### config.mk
export PLATFORM = sky130hd
export DESIGN_NAME = apb_rr_master_arb
export DESIGN_NICKNAME = d
export VERILOG_FILES = /design/src/rtl/apb_rr_master_arb.sv
export SDC_FILE = /design/constraint.sdc
export NUM_CORES = 1
export LEC_CHECK = 0
export ABC_AREA = 1
export BUFFER_PORTS_ARGS = -buffer_cell sky130_fd_sc_hd__buf_2
export CORE_ASPECT_RATIO = 0.8
export CORE_MARGIN = 10
export CORE_UTILIZATION = 50
export DETAILED_ROUTE_END_ITERATION = 6
export GPL_TIMING_DRIVEN = 0
export PLACE_DENSITY = 0.78
export RECOVER_POWER = 100
export SETUP_SLACK_MARGIN = 0.2
export SLEW_MARGIN = 20
export SYNTH_ARGS = -nofsm -noshare
export SYNTH_HDL_FRONTEND = slang
export SYNTH_SLANG_ARGS = --single-unit
### constraint.sdc
create_clock -name pclk -period 2.6 [get_ports pclk]
set_clock_uncertainty 0.2 [all_clocks]
set_input_delay 0.78 -clock pclk [delete_from_list [all_inputs] [get_ports pclk]]
set_output_delay 0.78 -clock pclk [all_outputs]
set_load 0.01 [all_outputs]
### src/rtl/apb_rr_master_arb.sv
// apb_rr_master_arb: round-robin arbiter in front of a single APB master port.
// One local request is granted at a time. Its address, direction and write
// data are latched and the transfer runs through the SETUP and ACCESS phases.
// The requester then gets a completion pulse carrying read data or a timeout
// error. Every output comes straight from a flop.
module apb_rr_master_arb #(
  parameter int NREQ    = 4,
  parameter int AW      = 4,
  parameter int DW      = 8,
  parameter int TIMEOUT = 15
) (
  input  logic                 pclk,
  input  logic                 presetn,
  input  logic [NREQ-1:0]      req_valid,
  input  logic [NREQ-1:0]      req_wr,
  input  logic [NREQ*AW-1:0]   req_addr,
  input  logic [NREQ*DW-1:0]   req_wdata,
  output logic [NREQ-1:0]      req_ready,
  output logic [NREQ-1:0]      rsp_valid,
  output logic [DW-1:0]        rsp_rdata,
  output logic                 rsp_err,
  output logic [AW-1:0]        paddr,
  output logic                 psel,
  output logic                 penable,
  output logic                 pwrite,
  output logic [DW-1:0]        pwdata,
  input  logic [DW-1:0]        prdata,
  input  logic                 pready
);

  localparam int GW = (NREQ > 1) ? $clog2(NREQ) : 1;

  typedef enum logic [1:0] {
    IDLE   = 2'd0,
    SETUP  = 2'd1,
    ACCESS = 2'd2
  } state_t;

  state_t              state, state_next;
  logic [GW-1:0]       last_grant, last_grant_next;
  logic [GW-1:0]       grant, grant_next;
  logic [GW-1:0]       winner;
  logic [GW:0]         search_idx;
  logic [7:0]          wait_cnt, wait_cnt_next;

  logic [AW-1:0]       addr_arr  [NREQ];
  logic [DW-1:0]       wdata_arr [NREQ];

  logic [NREQ-1:0]     req_ready_next;
  logic [NREQ-1:0]     rsp_valid_next;
  logic [DW-1:0]       rsp_rdata_next;
  logic                rsp_err_next;
  logic [AW-1:0]       paddr_next;
  logic                psel_next;
  logic                penable_next;
  logic                pwrite_next;
  logic [DW-1:0]       pwdata_next;

  // Split the packed request buses into per-requester fields.
  always_comb begin
    for (int i = 0; i < NREQ; i++) begin
      addr_arr[i]  = req_addr[i*AW +: AW];
      wdata_arr[i] = req_wdata[i*DW +: DW];
    end
  end

  // Round-robin search that starts just after the last grant and wraps.
  // The scan runs from the farthest candidate to the nearest, so the nearest valid requester is the one left in winner.
  always_comb begin
    winner     = '0;
    search_idx = '0;
    for (int k = NREQ; k >= 1; k--) begin
      search_idx = {1'b0, last_grant} + (GW+1)'(k);
      if (search_idx >= (GW+1)'(NREQ)) begin
        search_idx = search_idx - (GW+1)'(NREQ);
      end
      if (req_valid[search_idx[GW-1:0]]) begin
        winner = search_idx[GW-1:0];
      end
    end
  end

  // Next-state and next-output logic for the transfer sequencer.
  always_comb begin
    state_next      = state;
    grant_next      = grant;
    last_grant_next = last_grant;
    wait_cnt_next   = wait_cnt;
    paddr_next      = paddr;
    pwrite_next     = pwrite;
    pwdata_next     = pwdata;
    psel_next       = 1'b0;
    penable_next    = 1'b0;
    req_ready_next  = '0;
    rsp_valid_next  = '0;
    rsp_rdata_next  = '0;
    rsp_err_next    = 1'b0;
    case (state)
      IDLE: begin
        if (|req_valid) begin
          state_next              = SETUP;
          grant_next              = winner;
          last_grant_next         = winner;
          wait_cnt_next           = '0;
          paddr_next              = addr_arr[winner];
          pwrite_next             = req_wr[winner];
          pwdata_next             = req_wr[winner] ? wdata_arr[winner] : '0;
          psel_next               = 1'b1;
          req_ready_next[winner]  = 1'b1;
        end
      end
      SETUP: begin
        state_next   = ACCESS;
        psel_next    = 1'b1;
        penable_next = 1'b1;
      end
      ACCESS: begin
        if (pready) begin
          state_next            = IDLE;
          wait_cnt_next         = '0;
          rsp_valid_next[grant] = 1'b1;
          rsp_rdata_next        = pwrite ? '0 : prdata;
        end else if (wait_cnt == 8'(TIMEOUT - 1)) begin
          state_next            = IDLE;
          wait_cnt_next         = '0;
          rsp_valid_next[grant] = 1'b1;
          rsp_err_next          = 1'b1;
        end else begin
          wait_cnt_next = wait_cnt + 8'd1;
          psel_next     = 1'b1;
          penable_next  = 1'b1;
        end
      end
      default: begin
        state_next = IDLE;
      end
    endcase
  end

  // State and registered outputs. Reset drops the bus at once and re-arms the pointer so that requester 0 wins first.
  always_ff @(posedge pclk or negedge presetn) begin
    if (!presetn) begin
      state      <= IDLE;
      grant      <= '0;
      last_grant <= GW'(NREQ - 1);
      wait_cnt   <= '0;
      paddr      <= '0;
      pwrite     <= 1'b0;
      pwdata     <= '0;
      psel       <= 1'b0;
      penable    <= 1'b0;
      req_ready  <= '0;
      rsp_valid  <= '0;
      rsp_rdata  <= '0;
      rsp_err    <= 1'b0;
    end else begin
      state      <= state_next;
      grant      <= grant_next;
      last_grant <= last_grant_next;
      wait_cnt   <= wait_cnt_next;
      paddr      <= paddr_next;
      pwrite     <= pwrite_next;
      pwdata     <= pwdata_next;
      psel       <= psel_next;
      penable    <= penable_next;
      req_ready  <= req_ready_next;
      rsp_valid  <= rsp_valid_next;
      rsp_rdata  <= rsp_rdata_next;
      rsp_err    <= rsp_err_next;
    end
  end

endmodule

==> metrics <==
outcome=complete, no violations; Placed Area=0.00323 mm2; final setup vio count=0; Die Ht=about 85 um; Final min period=2.31 ns; Pleak=1.95 nW; post-synthesis sequential element count=46; Synth top area share=0.413; final setup TNS=0 ns; drt total wl=7270 um; max layer used=met4; CP required=~2.6 ns; top cells by count, synth=nand2_1 (93), inv_1 (77), nand3_1 (53), dfrtp_1 (44), nor2_1 (27); RSZ-0062 raised after global routing=false; final instance area=0.00330 mm2; vias in the first global route=2444; final hold violations=0; PD cells=1210 mW/mm2; number of placed I/O pins=a little under 100; Max H-tree Level=2; share of async-settable or async-resettable flops after synthesis=1.00; Setup crit end kind=flop; met1 WL=between 3000 and 4000 um; cell taking the most area after synthesis=dfrtp_1; DR WL met3=around 640 um; area grow syn2layout=23.7%; Syn Nets=445; violation count after the first detailed-route iteration=around 100; first-pass GRT wire length=between 10000 and 15000 um; root buffer cell=clkbuf_8; Setup CP Type=flop to flop; worst min path class=flop to flop; Synth warnings=0; area occupied by multi-input gates=0.00112 mm2; routed vias=2613; largest net degree at the start of global routing=47; DR WL/cell=13.5 um; Longest Clk Path Bufs=2; DIE AREA=0.00867 mm2; crit start category=flop; first-pass iteration count of the detailed router=4; EDFF count, synth=0; CTS buffer count=5; Core Box Area=just over 0.005 mm2; Avg Vias per Cell=4.85; # nets final=550; final antenna-violating net count=0; clock-pin slew on the worst setup and hold paths=0.09 ns; metal2 WL=between 3000 and 4000 um; Initial Utilization=0.523; crit path DAT=2.30 ns; share of cells above drive strength 1=0.195; final period utilization=0.889; max-slew violation count=0; Worst VDD drop=around 750 uV; GR Overflow Total=0; Slew @ Worst Pin=approximately 1.1 ns; post-synthesis sequential area ratio=0.433; most frequent cell after synthesis=nand2_1; relative max-transition margin=0.272; CP Max Fanout=10; register area=0.00115 mm2; WHS=0.267 ns; CTS tree=done; Syn Inst Count=around 370; clock sinks=between 40 and 50; Tot GR Track Use=0.162; initial antenna violation count=0; Synth Flop Type=dfrtp_1; Rows=23; dominant cells by area after synthesis=dfrtp_1 (41%), nand2_1 (13%), inv_1 (11%), nand3_1 (10%), nor2_1 (3.8%); drt drc=0; worst skew pair latency=0.30 ns; gp weighted congestion=0.833; fmax=roughly 430 MHz; syn avg cell area=7.18 um2; Post-DP HPWL=5780 um; PortBufs=98; Distinct cells, synth=30; width of the chip=102 um; Fill cells=490; # diodes=0; Max Cap Viol=0; Post-Synthesis Cell Area=0.00267 mm2
==> layout make-up <==
| type | count | share of cell area |
|---|---|---|
| flip-flops and latches | 46 | 0.350 |
| clock inverters | 2 | 0.0114 |
| multi-input cells | 233 | 0.339 |
| well taps | 62 | 0.0235 |
| repair buffers | 98 | 0.137 |
| clock buffers | 6 | 0.0220 |
| plain buffers | 12 | 0.0254 |
| inverters | 80 | 0.0918 |
==> flip-flops by register name, summed over array words and instances (netlist names) <==
register / cells
pwdata: 8
rsp_rdata: 8
wait_cnt: 8
paddr: 4
req_ready: 4
rsp_valid: 4
grant: 2
last_grant: 2
state: 2
penable: 1
psel: 1
pwrite: 1
rsp_err: 1
==> kinds of logic after synthesis <==
logic type / Yosys count / share of synthesized area
AOI/OAI and AO/OA: 26 / 0.0545
xor gates and xnor gates: 2 / 0.00657
adders and majority gates: 7 / 0.0329
buffers and inverters: 92 / 0.145
DFF: 46 / 0.433
and+or+nand+nor: 198 / 0.328
==> worst paths after layout <==
kind	startpoint	end	slack, ns	cells after the start
max	last_grant[0]$_DFFE_PN1P_	paddr[1]$_DFFE_PN0P_	0.29	15
min	grant[1]$_DFFE_PN0P_	rsp_valid[0]$_DFF_PN0_	0.27	1
max reg2reg	last_grant[0]$_DFFE_PN1P_	paddr[1]$_DFFE_PN0P_	0.29	15
min reg2reg	grant[1]$_DFFE_PN0P_	rsp_valid[0]$_DFF_PN0_	0.27	1
max in group asynchronous	presetn	grant[1]$_DFFE_PN0P_	1.06	1
min in group asynchronous	presetn	wait_cnt[5]$_DFFE_PN0P_	0.47	1
==> layout by cell type (no fill, tap or decap), types with 2 or more instances in the layout <==
cell type  instances
a21oi_1            3
buf_2             69
buf_4              3
buf_6              3
clkbuf_1          34
clkbuf_8           5
dfrtp_1           44
dfstp_2            2
ha_1               7
inv_1             77
inv_2              2
nand2_1           97
nand2_2            2
nand3_1           53
nand3b_1           3
nand4_1            4
nor2_1            27
nor3_1             4
nor4_1             5
o211ai_1           2
o21ai_0           12
o21ai_1            4
or2_0              2
xor2_1             2
==> through the flow <==
step	total power, W	util	std cells	setup slack, ns
6_report	0.00400	0.647	539	0.289
5_1_grt	0.00439	0.647	539	0.125
4_1_cts	0.00407	0.656	539	0.364
3_5_place_dp	0.00353	0.635	531	0.0000415
3_3_place_gp	0.00348	0.635	531	0.00887
2_1_floorplan	0.00284	-	371	0.413
==> power by group <==
part	internal (W)	switching (W)
clock	0.000287	0.000237
combinational	0.000828	0.00161
sequential	0.000925	0.000118
==> worst max-delay path, stage by stage, from the launching register on <==
cell and delay, ns:
dfstp_2 0.53, buf_6 0.13, nand2_1 0.06, o21ai_1 0.11
nand2_1 0.09, nand2_1 0.07, nand2_1 0.07, nand2_1 0.06
nand2_1 0.09, nand2_1 0.16, buf_2 0.28, nand2_1 0.08
nand3_1 0.07, o21ai_1 0.08, nand2_1 0.06, nand2_1 0.05
==> routing by layer <==
layer,vias up,GRT usage
met5,-,0
met4,0,0.0454
li1,1349,-
met1,1173,0.210
met3,7,0.0511
met2,84,0.251
==> repair_timing <==
item | in CTS | in global routing
endpoints found under the setup margin | 1 | 5
hold buffers | 0 | 0
buffers inserted | 0 | 0
resized for setup | 1 | 2
Power figures use the tool's default switching activity.
